==> config.mk <==
export PLATFORM = sky130hd
export DESIGN_NAME = vector_pack_64
export DESIGN_NICKNAME = d
export VERILOG_FILES = /design/src/rtl/vector_pack_64_pkg.sv /design/src/rtl/vector_pack_64.sv
export SDC_FILE = /design/constraint.sdc
export NUM_CORES = 2
export LEC_CHECK = 0
export ABC_AREA = 1
export CAP_MARGIN = 20
export CORE_ASPECT_RATIO = 0.7
export CORE_MARGIN = 5
export CORE_UTILIZATION = 45
export CTS_CLUSTER_SIZE = 28
export DETAILED_ROUTE_END_ITERATION = 16
export HOLD_SLACK_MARGIN = 0.12
export PLACE_DENSITY = 0.66
export RECOVER_POWER = 50
export SYNTH_ARGS = -nofsm -noshare
export SYNTH_HDL_FRONTEND = slang
export SYNTH_SLANG_ARGS = --single-unit
export TNS_END_PERCENT = 1
==> constraint.sdc <==
create_clock -name clk -period 87.6 [get_ports clk]
set_clock_uncertainty 0.1 [all_clocks]
set_input_delay 13.14 -clock clk [delete_from_list [all_inputs] [get_ports clk]]
set_output_delay 13.14 -clock clk [all_outputs]
set_load 0.005 [all_outputs]
==> src/rtl/vector_pack_64_pkg.sv <==
// Shared constants and state encoding for the activation packer,
// the column-split stage and the PE array.
package vector_pack_64_pkg;

  localparam int DATA_W   = 16;
  localparam int NUM_ELEM = 64;
  localparam int VEC_W    = NUM_ELEM * DATA_W;
  localparam int LANES    = 4;
  localparam int BEATS    = NUM_ELEM / LANES;
  localparam int CNT_W    = $clog2(BEATS);

  typedef enum logic {
    FILL = 1'b0,
    HOLD = 1'b1
  } pack_state_t;

endpackage

==> src/rtl/vector_pack_64.sv <==
// Serial-to-parallel packer: LANES-wide beats of signed 16-bit elements
// gathered into one 1024-bit vector, double-buffered behind valid/ready.
module vector_pack_64
  import vector_pack_64_pkg::*;
(
  input  logic                     clk,
  input  logic                     rst,
  input  logic                     clear,
  input  logic                     in_valid,
  output logic                     in_ready,
  input  logic [LANES*DATA_W-1:0]  in_data,
  input  logic                     in_last,
  output logic                     vec_valid,
  input  logic                     vec_ready,
  output logic [VEC_W-1:0]         vec_data,
  output logic                     err_short,
  output pack_state_t              state_dbg
);

  // Handshake: a transfer happens on a rising edge where valid and ready are
  // both high; valid never waits for ready, and a producer holding valid keeps
  // its data stable until the transfer.

  localparam logic [CNT_W-1:0] LAST_IDX = CNT_W'(BEATS - 1);

  pack_state_t       state_q, state_d;
  logic [CNT_W-1:0]  cnt_q, cnt_d;
  logic [VEC_W-1:0]  fill_q, fill_d, merged;
  logic              vv_q, vv_d;
  logic [VEC_W-1:0]  vd_q, vd_d;
  logic              err_q, err_d;

  logic accept, last_beat, close, slot_free;

  assign in_ready  = (state_q == FILL);
  assign accept    = in_valid && in_ready && !clear;
  assign last_beat = (cnt_q == LAST_IDX);
  assign close     = accept && (in_last || last_beat);
  assign slot_free = !vv_q || vec_ready;

  // Element k of the vector sits at beat k/LANES, lane k%LANES, MSB-first.
  for (genvar b = 0; b < BEATS; b++) begin : g_beat
    logic hit;
    assign hit = accept && (cnt_q == CNT_W'(b));
    for (genvar l = 0; l < LANES; l++) begin : g_lane
      localparam int HI = VEC_W - 1 - (b * LANES + l) * DATA_W;
      assign merged[HI -: DATA_W] = hit ? in_data[l*DATA_W +: DATA_W]
                                        : fill_q[HI -: DATA_W];
    end
  end

  always_comb begin
    state_d = state_q;
    cnt_d   = cnt_q;
    fill_d  = fill_q;
    vv_d    = vv_q && !vec_ready;
    vd_d    = vd_q;
    err_d   = err_q;

    unique case (state_q)
      FILL: begin
        if (accept) begin
          if (in_last && !last_beat) err_d = 1'b1;
          if (close) begin
            if (slot_free) begin
              vd_d   = merged;
              vv_d   = 1'b1;
              cnt_d  = '0;
              fill_d = '0;
            end else begin
              fill_d  = merged;
              state_d = HOLD;
            end
          end else begin
            fill_d = merged;
            cnt_d  = cnt_q + CNT_W'(1);
          end
        end
      end
      HOLD: begin
        if (slot_free) begin
          vd_d    = fill_q;
          vv_d    = 1'b1;
          cnt_d   = '0;
          fill_d  = '0;
          state_d = FILL;
        end
      end
      default: state_d = FILL;
    endcase

    // Flush wins over any transfer on the same edge.
    if (clear) begin
      state_d = FILL;
      cnt_d   = '0;
      fill_d  = '0;
      vv_d    = 1'b0;
      vd_d    = '0;
      err_d   = 1'b0;
    end
  end

  always_ff @(posedge clk or posedge rst) begin
    if (rst) begin
      state_q <= FILL;
      cnt_q   <= '0;
      fill_q  <= '0;
      vv_q    <= 1'b0;
      vd_q    <= '0;
      err_q   <= 1'b0;
    end else begin
      state_q <= state_d;
      cnt_q   <= cnt_d;
      fill_q  <= fill_d;
      vv_q    <= vv_d;
      vd_q    <= vd_d;
      err_q   <= err_d;
    end
  end

  assign vec_valid = vv_q;
  assign vec_data  = vd_q;
  assign err_short = err_q;
  assign state_dbg = state_q;

endmodule
==> impl_metrics.json <==
{
  "slowest_delay_ns": 6.08,
  "yosysUniqueCellTypes": 19,
  "tightest_slew_ns": 9.08,
  "worstSetupPathType": "in -> async",
  "path_max_fanout": 158,
  "clock.fmax_ghz": 0.0298,
  "die_height_um": 407,
  "ir_drop_mv": 0.0176,
  "die_x_um": 577,
  "grt_max_degree": 226,
  "final_common_cell": "nand2_1",
  "dp_hpwl_um": 236000,
  "dieArea_sq_um": 235000,
  "ctsHtreeMaxLevel": 4,
  "critPathSlowestCell": "clkbuf_1",
  "max-slew-margin-rel_pct": -505,
  "reg2reg_depth": 10,
  "cts_resized": 0,
  "cts-root-buf": "clkbuf_16",
  "cts_tree": "yes",
  "grt_overflow": 0,
  "cp_num_cells": 6,
  "cts_setup_buffers": 0,
  "hold_viol_final": 0,
  "crit_top_cell": "clkbuf_1",
  "drv_cap": 26,
  "grt_pass1_vias": 88167,
  "netlist_top_cells_area": "dfrtp_1 (51%), nand2_1 (26%), nand3_1 (6.4%)",
  "pwr_density_cell_nw_per_um2": 17.7,
  "grt_pass1_wl_um": 579000,
  "place_congestion": 0.874,
  "drc": 0,
  "violations": "capacitance limit, slew limit",
  "setup_tns_ns": 0,
  "drv_slew": 2215,
  "cts_hold_buf": 0,
  "critPathArrivalTime_ns": 32.41,
  "cp.buffers_inverters": 6,
  "core_area_sq_um": 224000,
  "hold_class": "reg -> reg",
  "num_vias": 96042,
  "synth_seq_cells": 2055,
  "synthesis.area_sq_um": 101000,
  "wl_per_cell_um": 21.5,
  "cts_buffers": 212,
  "synth_area_per_cell_sq_um": 7.00,
  "min_period_ns": 33.58,
  "crit_chain": "dlygate4sd3_1, clkinvlp_2, clkbuf_1, clkbuf_1, clkbuf_1, clkbuf_1",
  "drive_above_1_share_pct": 3.63,
  "rsz0062_at_grt": "false",
  "initial_core_util_pct": 45.3,
  "drt_iter0_drc": 11109,
  "hold_path_depth": 2,
  "cts_buffer_depth": 4,
  "area_growth_pct": 19.2,
  "rows": 145,
  "clock-sinks": 2055,
  "crit_family": "buffers and inverters",
  "clkTransAtPathRegs_ns": 0.06,
  "dr.pass1.iters": 9,
  "grt_use_total_pct": 32.3,
  "worstSetupStartpointType": "input pin",
  "crit_required_ns": 86.43,
  "setup.worst_path.end_class": "async pin",
  "period_share_pct": 38.3,
  "synth.top_cell.area_share_pct": 50.7,
  "io_buffers": 1097,
  "layout_common_cells": "nand2_1 (6939), dfrtp_1 (2055), nand3_1 (1299)",
  "final.fill_count": 21370,
  "yosysSeqAreaShare_pct": 50.7,
  "status": "complete, but fails checks",
  "synth_nets": 14560,
  "fin_nets": 15046,
  "synth-warning-count": 0,
  "wl_um": 391000,
  "io_pins": 1098,
  "syn-instance-count": 14486,
  "synth_area_leader_cell": "dfrtp_1",
  "p_leak_nw": 63.2,
  "drtAntennaViolNets": 0,
  "finalSetupViolations": 0,
  "antenna_found_initial": 20,
  "holdWs_ns": 0.372,
  "insertion_delay_ns": 0.86,
  "via_per_inst": 5.29
}
==> power by group <==
part | total, mW | switching [mW] | internal (mW)
Combinational | 0.200 | 0.159 | 0.0410
Clock | 0.959 | 0.408 | 0.551
Sequential | 0.982 | 0.0144 | 0.968
==> final timing paths <==
path                       slack, ns             to    startpoint
max                            54.02  vec_data[194]           rst
min                             0.37   vec_data[88]  vec_data[88]
min reg2reg                     0.37   vec_data[88]  vec_data[88]
min in group asynchronous      13.99    fill_q[736]           rst
max reg2reg                    76.54  vec_data[123]     state_dbg
max in group clk               61.02  vec_data[123]         clear
==> metal layers <==
metal | up-vias | wire, um | track usage (%)
met5 | - | 0 | 0
met4 | 0 | 22200 | 16.5
met1 | 45913 | 162000 | 44.7
li1 | 45370 | - | -
met3 | 802 | 33500 | 6.00
met2 | 3957 | 174000 | 48.6
==> worst min-delay path: stages, from the launching register on <==
cell and delay (ns):
dfrtp_1 0.34, nand2_1 0.05, nand2_1 0.05
==> layout make-up <==
cell class | instances | area, sq um | share of cell area (%)
diodes | 19 | 47.5 | 0.0394
inverters | 1120 | 4210 | 3.48
well taps | 3013 | 3770 | 3.12
repair buffers | 1246 | 12200 | 10.1
multi-input cells | 10337 | 42000 | 34.7
clock inverters | 87 | 1130 | 0.935
clock buffers | 291 | 6090 | 5.04
flip-flops and latches | 2055 | 51400 | 42.6
==> per-stage QoR <==
stage               std cells  total power [mW]  setup slack (ns)  cell area [sq um]  util, %
floorplan               14486              1.11             16.31             101000        -
global placement        17770              1.20             68.15             114000     50.8
detailed placement      17770              1.20             68.05             114000     50.8
CTS                     18148              2.16             68.99             121000     54.1
global route            18151              2.21             49.95             121000     54.0
finish                  18168              2.14             54.02             121000     54.0
==> cells in the mapped netlist <==
master / number
inv_1: 1119
ha_1: 4
nand2_1: 6955
nor2_4: 1
a21oi_1: 2
a32o_1: 1
a21oi_2: 1
dfrtp_1: 2055
nand4_1: 1
buf_1: 39
nor2_2: 1
a31oi_1: 1
buf_4: 6
buf_2: 228
o21ai_0: 1027
clkbuf_1: 701
inv_2: 1
nor2_1: 1044
nand3_1: 1299
==> state kept, by name, indices dropped and copies added (netlist names) <==
register	count
state_dbg	1
cnt_q	4
vec_data	1024
fill_q	1024
vec_valid	1
err_short	1
==> logic make-up after synthesis <==
kind of cell               share of synthesized area [%]
AOI/OAI and AO/OA                                   5.11
adders and majority gates                         0.0494
and+or+nand+nor                                     36.1
DFF                                                 50.7
buffers and inverters                               8.06
No activity file was read; power rests on OpenSTA's default activity.
